`config.mk`:
```
export PLATFORM = sky130hd
export DESIGN_NAME = combat_sched
export DESIGN_NICKNAME = d
export VERILOG_FILES = /design/src/rtl/combat_sched.sv
export SDC_FILE = /design/constraint.sdc
export NUM_CORES = 1
export LEC_CHECK = 0
export ABC_AREA = 0
export CORE_MARGIN = 2
export CORE_UTILIZATION = 56
export CTS_CLUSTER_DIAMETER = 40
export DETAILED_ROUTE_END_ITERATION = 8
export GPL_TIMING_DRIVEN = 0
export PLACE_DENSITY = 0.91
export SLEW_MARGIN = 30
export SYNTH_ARGS = -nofsm -noshare
export SYNTH_HDL_FRONTEND = slang
export SYNTH_SLANG_ARGS = --single-unit
export TNS_END_PERCENT = 100
```
`constraint.sdc`:
```
create_clock -name clk -period 4.25 [get_ports clk]
set_clock_uncertainty 0.15 [all_clocks]
set_input_delay 0.85 -clock clk [delete_from_list [all_inputs] [get_ports clk]]
set_output_delay 0.85 -clock clk [all_outputs]
set_load 0.02 [all_outputs]
```
`src/rtl/combat_sched.sv`:
```
// combat_sched: two-fighter combat round scheduler (player P1 vs CPU).
//
// A round runs in FIGHT. Each fighter may attack when its cooldown
// counter is zero. P1 attacks on the rising edge of keyboard_input[0];
// the CPU attacks whenever cpu_attack_req is high. Simultaneous eligible
// requests are arbitrated round-robin using the last granted fighter.
// The round ends (OVER) as soon as a hit takes a fighter's health to 0.
//
// Optional build macro:
//   COMBAT_BLOCK_EN - when defined, a fighter that is blocking in the
//                     grant cycle (P1: keyboard_input[1], CPU: cpu_block)
//                     takes no damage from the granted attack.
//                     When undefined, both block inputs are ignored.
//
// Ports:
//   clk             in   system clock, rising edge
//   reset           in   synchronous active-high reset
//   start           in   begin a round (sampled in IDLE/OVER)
//   keyboard_input  in   [0] P1 attack, [1] P1 block, [3:2] unused
//   cpu_attack_req  in   CPU attack request (level)
//   cpu_block       in   CPU block (level)
//   p1_health_out   out  P1 health (registered)
//   cpu_health_out  out  CPU health (registered)
//   cpu_isAttacking out  one-cycle pulse on CPU grant
//   p1_isAttacking  out  one-cycle pulse on P1 grant
//   round_active    out  high while in FIGHT
//   winner          out  00 none, 01 P1, 10 CPU

module combat_sched #(
    parameter int unsigned MAX_HEALTH = 100,
    parameter int unsigned DAMAGE     = 30,
    parameter int unsigned COOLDOWN   = 4
) (
    input  logic       clk,
    input  logic       reset,
    input  logic       start,
    input  logic [3:0] keyboard_input,
    input  logic       cpu_attack_req,
    input  logic       cpu_block,
    output logic [7:0] p1_health_out,
    output logic [7:0] cpu_health_out,
    output logic       cpu_isAttacking,
    output logic       p1_isAttacking,
    output logic       round_active,
    output logic [1:0] winner
);

    typedef enum logic [1:0] {
        ST_IDLE  = 2'd0,
        ST_FIGHT = 2'd1,
        ST_OVER  = 2'd2
    } state_t;

    typedef enum logic {
        GRANT_P1  = 1'b0,
        GRANT_CPU = 1'b1
    } grant_t;

    localparam logic [7:0] MAX_HP  = 8'(MAX_HEALTH);
    localparam logic [7:0] DMG     = 8'(DAMAGE);
    localparam logic [3:0] CD_LOAD = 4'(COOLDOWN);

    localparam logic [1:0] WIN_NONE = 2'b00;
    localparam logic [1:0] WIN_P1   = 2'b01;
    localparam logic [1:0] WIN_CPU  = 2'b10;

    state_t     state_q, state_d;
    logic [7:0] p1_hp_q, p1_hp_d;
    logic [7:0] cpu_hp_q, cpu_hp_d;
    logic [3:0] p1_cd_q, p1_cd_d;
    logic [3:0] cpu_cd_q, cpu_cd_d;
    logic       key_prev_q, key_prev_d;
    grant_t     last_grant_q, last_grant_d;
    logic [1:0] winner_q, winner_d;
    logic       p1_pulse_q, p1_pulse_d;
    logic       cpu_pulse_q, cpu_pulse_d;

    logic       p1_blocking;
    logic       cpu_blocking;
    logic       unused_inputs;

`ifdef COMBAT_BLOCK_EN
    assign p1_blocking   = keyboard_input[1];
    assign cpu_blocking  = cpu_block;
    assign unused_inputs = ^keyboard_input[3:2];
`else
    assign p1_blocking   = 1'b0;
    assign cpu_blocking  = 1'b0;
    assign unused_inputs = ^{keyboard_input[3:1], cpu_block};
`endif

    // Saturating damage; a blocked hit leaves health untouched.
    function automatic logic [7:0] apply_hit(input logic [7:0] hp, input logic blocked);
        if (blocked) begin
            return hp;
        end else if (hp <= DMG) begin
            return '0;
        end else begin
            return hp - DMG;
        end
    endfunction

    logic       fighting;
    logic       p1_edge;
    logic       p1_elig;
    logic       cpu_elig;
    logic       grant_p1;
    logic       grant_cpu;
    logic [7:0] p1_hit_hp;
    logic [7:0] cpu_hit_hp;

    assign fighting   = (state_q == ST_FIGHT);
    assign p1_edge    = keyboard_input[0] & ~key_prev_q;
    assign p1_elig    = fighting && p1_edge && (p1_cd_q == '0);
    assign cpu_elig   = fighting && cpu_attack_req && (cpu_cd_q == '0);
    // On a tie the fighter not granted last wins; the loser simply is not granted.
    assign grant_p1   = p1_elig && (!cpu_elig || (last_grant_q == GRANT_CPU));
    assign grant_cpu  = cpu_elig && !grant_p1;
    assign p1_hit_hp  = apply_hit(p1_hp_q, p1_blocking);
    assign cpu_hit_hp = apply_hit(cpu_hp_q, cpu_blocking);

    always_ff @(posedge clk) begin
        if (reset) begin
            state_q      <= ST_IDLE;
            p1_hp_q      <= MAX_HP;
            cpu_hp_q     <= MAX_HP;
            p1_cd_q      <= '0;
            cpu_cd_q     <= '0;
            key_prev_q   <= 1'b0;
            last_grant_q <= GRANT_CPU;
            winner_q     <= WIN_NONE;
            p1_pulse_q   <= 1'b0;
            cpu_pulse_q  <= 1'b0;
        end else begin
            state_q      <= state_d;
            p1_hp_q      <= p1_hp_d;
            cpu_hp_q     <= cpu_hp_d;
            p1_cd_q      <= p1_cd_d;
            cpu_cd_q     <= cpu_cd_d;
            key_prev_q   <= key_prev_d;
            last_grant_q <= last_grant_d;
            winner_q     <= winner_d;
            p1_pulse_q   <= p1_pulse_d;
            cpu_pulse_q  <= cpu_pulse_d;
        end
    end

    always_comb begin
        state_d      = state_q;
        p1_hp_d      = p1_hp_q;
        cpu_hp_d     = cpu_hp_q;
        p1_cd_d      = (p1_cd_q == '0) ? '0 : p1_cd_q - 4'd1;
        cpu_cd_d     = (cpu_cd_q == '0) ? '0 : cpu_cd_q - 4'd1;
        key_prev_d   = keyboard_input[0];
        last_grant_d = last_grant_q;
        winner_d     = winner_q;
        p1_pulse_d   = 1'b0;
        cpu_pulse_d  = 1'b0;

        case (state_q)
            ST_IDLE, ST_OVER: begin
                if (start) begin
                    state_d  = ST_FIGHT;
                    p1_hp_d  = MAX_HP;
                    cpu_hp_d = MAX_HP;
                    p1_cd_d  = '0;
                    cpu_cd_d = '0;
                    winner_d = WIN_NONE;
                end
            end
            ST_FIGHT: begin
                if (grant_p1) begin
                    p1_pulse_d   = 1'b1;
                    p1_cd_d      = CD_LOAD;
                    last_grant_d = GRANT_P1;
                    cpu_hp_d     = cpu_hit_hp;
                    if (cpu_hit_hp == '0) begin
                        state_d  = ST_OVER;
                        winner_d = WIN_P1;
                    end
                end else if (grant_cpu) begin
                    cpu_pulse_d  = 1'b1;
                    cpu_cd_d     = CD_LOAD;
                    last_grant_d = GRANT_CPU;
                    p1_hp_d      = p1_hit_hp;
                    if (p1_hit_hp == '0) begin
                        state_d  = ST_OVER;
                        winner_d = WIN_CPU;
                    end
                end
            end
            default: state_d = ST_IDLE;
        endcase
    end

    assign p1_health_out   = p1_hp_q;
    assign cpu_health_out  = cpu_hp_q;
    assign p1_isAttacking  = p1_pulse_q;
    assign cpu_isAttacking = cpu_pulse_q;
    assign round_active    = (state_q == ST_FIGHT);
    assign winner          = winner_q;

endmodule

```
### Word-level counts from Yosys, hierarchy flattened

Cells that the tools add are included.

| storage, ports and cells | value |
|---|---|
| register bits after elaboration | 32 |
| input bits | 9 |
| output and inout bits | 21 |

| operators by class | value |
|---|---|
| $add $sub $neg | 4 |
| order comparisons | 2 |
| equal/unequal tests | 9 |
| multiplexer cells | 31 |
| bitwise operators | 3 |
| reductions and logical operators | 24 |

Operator list:

| kind | number |
|---|---|
| $mux W8 | 6 |
| $pmux W8 S2 | 2 |
| $mux W4 | 7 |
| $le A8 B5 Y1 const B | 2 |
| $logic_not A8 Y1 | 2 |
| $mux W2 | 8 |
| $pmux W4 S2 | 2 |
| $sub A8 B5 Y8 const B | 2 |
| $logic_not A4 Y1 | 2 |
| $pmux W2 S2 | 2 |
| $reduce_and A4 Y1 | 2 |
| $sub A4 B1 Y4 const B | 2 |
| $logic_and A1 B1 Y1 | 6 |
| $ne A3 B1 Y1 const B | 2 |
| $reduce_and A5 Y1 | 1 |
| $mux W1 | 4 |
| $ne A2 B1 Y1 const B | 2 |
| $ne A2 B2 Y1 const B | 2 |
| $reduce_bool A2 Y1 | 2 |
| $reduce_or A2 Y1 | 2 |
| $ne A3 B2 Y1 const B | 1 |
| $reduce_and A3 Y1 | 1 |
| $reduce_or A3 Y1 | 1 |
| $eq A2 B1 Y1 const B | 1 |
| 7 further kinds | 9 |

### Depth between registers and ports, before layout

Gate-level depths: netlist of run 1.

| logic depth | value |
|---|---|
| depth in word-level cells | 11 |
| mapped depth | 8 |

### Worst setup path before layout of run 1

OpenSTA, ideal clock, no wires.

| timing | value |
|---|---|
| kind | in2reg |
| start point | input port keyboard_input[0] |
| end point | register cpu_hp_q[7], in the netlist cpu_health_out[7] |
| library setup time | 0.070 ns |
| data arrival time | 2.516 ns |
| required time | 4.030 ns |
| setup slack | 1.514 ns |
| stages on the path | 6 |
| buffers on the path | 1 |
| cells stage by stage | or4b_4 or2_4 o31a_1 buf_6 or4b_1 a21oi_1 |

| between the ends | value |
|---|---|
| cells in the longest elaborated chain, start to end | 6 |

Ends and longest elaborated chain:

| item | line | source |
|---|---|---|
| start: declaration | 37 | `input logic [3:0] keyboard_input,` |
| $and A1 B1 Y1 | 113 | `assign p1_edge = keyboard_input[0] & ~key_prev_q;` |
| $logic_and A1 B1 Y1 (2 in a row) | 114 | `assign p1_elig = fighting && p1_edge && (p1_cd_q == '0);` |
| $logic_and A1 B1 Y1 | 117 | `assign grant_p1 = p1_elig && (!cpu_elig \|\| (last_grant_q == GRANT_CPU));` |
| $ne A2 B1 Y1 (no source line) | n/a |  |
| $reduce_and A3 Y1 (no source line) | n/a |  |
| end signal: assignment | 137 | `cpu_hp_q <= cpu_hp_d;` |
| end: declaration | 69 | `logic [7:0] cpu_hp_q, cpu_hp_d;` |

Every way passes these cells.
A chain may end at the register's enable or synchronous reset.

### Final worst setup path of run 1

Ends and elaborated chain as after synthesis.

==> impl_results.md, run 1 <==
- GRT Overall Usage: 0.245
- Worst path max stage delay: 0.50 ns
- Max VDD drop: about 190 uV
- Worst EP arrival: just over 3 ns
- Kind of critical path: input port to flip-flop
- P per Cell Area: between 200 and 300 nW/um^2
- Top cell type's share of synthesized area: 0.371
- 1st-pass router iterations: 4
- Status: complete, no violations
- CTS Buf Count: 5
- Postcts setup bufs: 0
- Post-cts repair resize count: 0
- WL per Instance: roughly 14 um
- Post-synth top area cell: dfxtp_1
- Nets: approximately 260
- H-tree levels: 2
- Worst EP required: roughly 4.4 ns
- GRT Max-Usage Layer: met2
- Max Cap Viol: 0
- Core area: approximately 3000 sq um
- Post-Syn Instances: between 200 and 250
- Grt met3 use: 0.0677
- Largest cells by area after synthesis: dfxtp_1, a21oi_1, nor3_1, nor2_1, o21ai_0
- Crit path max fanout: 10
- First-pass GRT wire length: 6520 um
- WP buf/inv: 2
- Die width: about 60 um
- GRT Residual Overflow: 0
- Sequential share of the synthesized area: 0.371
- CTS Buffer Depth: 2
- Cell chain of the critical path: clkdlybuf4s50_1, or4b_4, or2_4, o31a_1, buf_6, or4b_1, a21oi_1
- Clk Latency, worst-skew pair: around 0.34 ns
- HP Class: flip-flop to flip-flop
- Vias in the first global route: about 1500
- Via density: between 6 and 7
- Fin area: a little over 2000 sq um
- Fill count: 267
- Slew HR: 0.622
- Root Buffer: clkbuf_4
- Largest net degree at the start of global routing: 11
- Antenna-violating nets left: 0
- DRC viols: 0
- Routing usage on met2: 0.399
- Netlist cell types: 53
- Startpoint types: input port
- Antenna cell count: 0
- Yosys warnings: 0
- Hold_buf cts: 0
- Static leakage power: approximately 0.76 nW
- Final cycle utilization of the critical path: 0.690
- Syn Nets: approximately 220
- Hold Fails Final Rpt: 0
- RSZ-0062 raised after global routing: no
- First DRT Iteration DRCs: 97
- DP Wirelength: 2830 um
- CTS tree: yes
- Post-synthesis instance area: between 1500 and 2000 sq um
- GPL Wtd Cong: about 0.9
- Initial Util: 0.575
- Clock Sinks: 32
- Final setup fails: 0
- Top Ports: 30
- Met1 GRT Util: 0.301
- CP delay by family, top: simple AND/OR/NAND/NOR gates
- Asr flop ratio synth: 0
- Via count: around 1700
- Yosys reg bits: 32
- Layout Area Growth over Synthesis: 19.6%
- Slew Limit Fails: 0
- Clk slew on worst S/H paths: around 0.10 ns
- DIE HEIGHT: 59.5 um
- Setup TNS: 0 ns
- Worst slew pin tran: 0.562 ns
- Share of cells above drive strength 1: 0.0735
- EDFF count, synth: 0
- Row Count: 20
- Fmax achieved: 341 MHz
- Die Area: 3550 sq um
- Dpl cell area: around 2000 sq um
- Initial antenna violation count: 0
- Critical-path top delay cell: or4b_1
- Buffers on Ports: 25
- Total chip power: around 0.6 mW
- Syn Area/Cell: a little over 8 sq um
- Synth Flop Type: dfxtp_1
- Final Critical Period: between 2 and 3 ns
- Crit end category: flip-flop
- Total wire length: approximately 4000 um
state kept, by name, summed over array words and instances, names as in the netlist:
signal	cells
p1_cd_q	4
p1_isAttacking	1
state_q	2
cpu_health_out	8
p1_health_out	8
key_prev_q	1
last_grant_q	1
cpu_cd_q	4
winner	2
cpu_isAttacking	1
cells in the mapped netlist (5+ instances only):
library cell / number
a211oi_1: 5
a21oi_1: 23
and3_1: 5
dfxtp_1: 32
nand2_1: 17
nand2b_1: 7
nor2_1: 19
nor2b_1: 6
nor3_1: 15
o21ai_0: 13
kinds of logic (layout without fill, tap and decap cells):
| group | Yosys count | after routing | share of synthesized area |
|---|---|---|---|
| and+or+nand+nor | 98 | 98 | 0.314 |
| AOI/OAI and AO/OA | 65 | 65 | 0.234 |
| DFF | 32 | 32 | 0.371 |
| buffers and inverters | 12 | 44 | 0.0442 |
| adders and majority gates | 2 | 2 | 0.0145 |
| xor gates and xnor gates | 2 | 2 | 0.0101 |
| muxes | 2 | 2 | 0.0123 |
stage by stage:
stage               cells  worst slack [ns]  hold slack, ns   util
floorplan             213              1.51           0.294      -
global placement      271             0.979           0.316  0.673
detailed placement    271             0.959           0.331  0.673
CTS                   278              1.31           0.345  0.688
global route          278              1.21           0.362  0.688
finish                278              1.32           0.344  0.688
layout make-up:
class | count | area (sq um) | area share
Clock buffer | 6 | 41.3 | 0.0200
Clock inverter | 1 | 5.00 | 0.00242
Timing Repair Buffer | 25 | 250 | 0.121
Inverter | 5 | 18.8 | 0.00909
Sequential cell | 32 | 641 | 0.310
Buffer | 7 | 57.6 | 0.0279
Tap cell | 33 | 41.3 | 0.0200
Multi-Input combinational cell | 169 | 1010 | 0.489
worst register-to-register path, delay by kind of cell (launching register included):
kind / cells / cell delay (ns)
AO/OA/AOI/OAI: 2 / 0.39
buffers and inverters: 1 / 0.14
flip-flops: 1 / 0.35
AND/OR/NAND/NOR: 3 / 1.30
placed cells by master (no fill, tap or decap), types with 2 or more instances in the layout:
cell             Yosys  final
clkdlybuf4s50_1      0     25
nand3b_1             4      4
nand3_1              4      4
nand2b_1             7      7
o311ai_0             2      2
nor4_1               4      4
or3_1                2      2
and4_1               2      2
buf_6                3      3
nor3_1              15     15
o31ai_1              4      4
and3_1               5      5
a21oi_1             23     23
ha_1                 2      2
a211oi_1             5      5
inv_1                4      4
nor2_1              19     19
nor3b_1              2      2
a31oi_1              2      2
nor2b_1              6      6
clkbuf_1             2      3
nand2_1             17     17
clkbuf_4             0      5
o21ai_0             13     13
dfxtp_1             32     32
or2_2                2      2
o21bai_1             4      4
power by group:
group / internal [mW] / switching (mW) / total (mW)
Combinational: 0.0538 / 0.0711 / 0.125
Clock: 0.0608 / 0.103 / 0.164
Sequential: 0.310 / 0.0122 / 0.322
Total: 0.425 / 0.186 / 0.611
routing by layer:
| metal | wire [um] | part of all wire | vias up |
|---|---|---|---|
| li1 | - | - | 858 |
| met1 | 1830 | 0.46 | 800 |
| met3 | 271 | 0.068 | 8 |
| met5 | 0 | 0 | - |
| met4 | 89 | 0.022 | 0 |
| met2 | 1810 | 0.45 | 62 |
final timing paths:
| check | endpoint | from | cells past startpoint | slack [ns] |
|---|---|---|---|---|
| worst max-delay path | cpu_health_out[7]$_SDFFE_PP0P_ | keyboard_input[0] | 7 | 1.32 |
| worst min-delay path | state_q[1]$_SDFFE_PP0P_ | state_q[1]$_SDFFE_PP0P_ | 2 | 0.34 |
| worst max register to register | cpu_health_out[7]$_SDFFE_PP0P_ | p1_cd_q[2]$_SDFF_PP0_ | 6 | 1.86 |
| worst min register to register | state_q[1]$_SDFFE_PP0P_ | state_q[1]$_SDFFE_PP0P_ | 2 | 0.34 |
(Power assumes the default switching activity.)
==> run 2, diff against run 1 <==
Settings changed: CORE_UTILIZATION 56 to 52, PLACE_DENSITY 0.91 to 0.86.
Clock period 4.25 ns to 3.06 ns, I/O delays scaled along.
==> run 2 against run 1 <==
Worst hold slack lost 0.011 ns. Highest routed layer unchanged. Register-to-register slack got worse by 1.2 ns. Largest power group unchanged. First-iteration DRC count increased by 67%. Final area grew 0.24%. Flip-flop and latch count is the same. Die area up 7.2%. Combinational power rose by 40%.
==> impl_results.md, run 2 (same netlist as run 1, synthesis figures left out) <==
- Status: complete, no violations
- Kind of critical path: input port to flip-flop
- CTS Buffer Depth: 2
- GPL Wtd Cong: between 0.9 and 1
- Postcts setup bufs: 0
- CP endpoint: cpu_health_out[7]$_SDFFE_PP0P_
- H-tree levels: 2
- Routing usage on met2: 0.397
- CTS tree: yes
- Static leakage power: 0.753 nW
- Met1 GRT Util: 0.326
- FF+latch area: 641 sq um
- Final cycle utilization of the critical path: 0.894
- Die Area: approximately 3800 sq um
- Crit path max fanout: 10
- GRT Residual Overflow: 0
- Via density: around 6
- Clk Latency, worst-skew pair: approximately 0.33 ns
- Largest net degree at the start of global routing: 11
- P per Cell Area: 400 nW/um^2
- Most frequent cells in the layout: dfxtp_1, clkdlybuf4s50_1, a21oi_1, nor2_1, nand2_1
- Logic gate share of total power: 0.211
- Layout Area Growth over Synthesis: 19.8%
- Final Critical Period: roughly 2.7 ns
- Internal power: around 0.58 mW
- Sw Share: 0.297
- Critical path launch point: keyboard_input[0]
- Commonest non-fill, non-tap cell in the layout: dfxtp_1
- Crit Reg-Reg Endpoint: cpu_health_out[7]$_SDFFE_PP0P_
- Antenna-violating nets left: 0
- Max VDD drop: 261 uV
- Via count: 1704
- WL per Instance: ~15 um
- Root Buffer: clkbuf_4
- Top Ports: 30
- Final setup fails: 0
- Non-filler cells, final: between 200 and 300
- Area of the multi-input gates: between 1000 and 1500 sq um
- RSZ-0062 raised after global routing: no
- DIE HEIGHT: approximately 60 um
- Buffers on Ports: 25
- Clock Sinks: 32
- WHS Path Cells: 2
- Antenna cell count: 0
- First-pass GRT wire length: between 6000 and 7000 um
- Worst EP arrival: between 2 and 3 ns
- Total wire length: approximately 4200 um
- First DRT Iteration DRCs: approximately 160
- Share of cells above drive strength 1: 0.0700
- Switching power: 0.246 mW
- Hold Fails Final Rpt: 0
- Row Count: 20
- Slew HR: 0.599
- Die width: 61.6 um
- GRT Overall Usage: 0.247
- Crit end category: flip-flop
- Initial Util: 0.557
- Fin util: 0.667
- Nets: roughly 260
- Startpoint types: input port
- HP Class: flip-flop to flip-flop
- Vias in the first global route: 1463
- CTS Buf Count: 5
- Reg2reg path depth: 6
- Hold_buf cts: 0
- Core area: 3100 sq um
- Worst EP required: around 3.2 ns
- Worst slew pin tran: around 0.60 ns
- Fmax achieved: ~370 MHz
- Slew Limit Fails: 0
- RR Startpoint: p1_cd_q[2]$_SDFF_PP0_
- Clk slew on worst S/H paths: approximately 0.09 ns
- Total chip power: around 0.83 mW
- 1st-pass router iterations: 4
- Clock power share: 0.248
- Inst Count DP: around 280
- Reg2Reg Setup Slack: about 0.64 ns
- Grt met3 use: 0.0588
- DP Wirelength: just under 3000 um
- Max Cap Viol: 0
- Sequential share of power: 0.541
- GRT Max-Usage Layer: met2
- Post-cts repair resize count: 0
- Initial antenna violation count: 0
- DRC viols: 0
- Fill count: approximately 290
run 2: through the flow:
step | hold WS, ns | TNS (ns) | setup WS, ns | area (sq um)
after global placement | 0.316 | 0 | 0.0341 | 2030
after global routing | 0.366 | 0 | 0.252 | 2070
final | 0.333 | 0 | 0.323 | 2070
after floorplan | 0.294 | 0 | 0.562 | 1730
after detailed placement | 0.316 | -0.0392 | -0.0205 | 2030
after CTS | 0.329 | 0 | 0.322 | 2070
run 2: area by class of cell:
type	count	area share
multi-input cells	169	0.488
inverters	5	0.00906
repair buffers	25	0.121
plain buffers	7	0.0278
clock buffers	5	0.0181
well taps	44	0.0266
flip-flops and latches	32	0.309
run 2: per-layer routing:
layer	part of all wire	wire length, um
met2	0.47	1960
met4	0.011	44
met5	0	0
met3	0.063	265
met1	0.46	1910
run 2: worst max-delay path, stage by stage:
cell,delay (ns)
clkdlybuf4s50_1,0.47
or4b_4,0.47
or2_4,0.25
o31a_1,0.25
buf_6,0.14
or4b_1,0.50
a21oi_1,0.15
run 2: how the worst min path moves through the flow:
stage | endpoint | slack, ns | startpoint
floorplan | state_q[1]$_SDFFE_PP0P_ | 0.29 | state_q[1]$_SDFFE_PP0P_
global route | state_q[1]$_SDFFE_PP0P_ | 0.37 | state_q[1]$_SDFFE_PP0P_
CTS | state_q[1]$_SDFFE_PP0P_ | 0.33 | state_q[1]$_SDFFE_PP0P_
detailed placement | state_q[1]$_SDFFE_PP0P_ | 0.32 | state_q[1]$_SDFFE_PP0P_
global placement | state_q[1]$_SDFFE_PP0P_ | 0.32 | state_q[1]$_SDFFE_PP0P_
finish | state_q[1]$_SDFFE_PP0P_ | 0.33 | state_q[1]$_SDFFE_PP0P_
run 2: power by group through the flow:
stage	Combinational (mW)	Clock [mW]	Sequential, mW
floorplan	0.110	0	0.464
global placement	0.169	0	0.456
detailed placement	0.173	0	0.457
CTS	0.174	0.212	0.448
global route	0.191	0.229	0.451
finish	0.175	0.205	0.448
==> run 3, diff against run 2 <==
Settings changed: CAP_MARGIN set to 20, SLEW_MARGIN 30 to unset.
==> results of run 3 <==
Same layout as run 2: the final DEF is identical, and so are final timing and power.
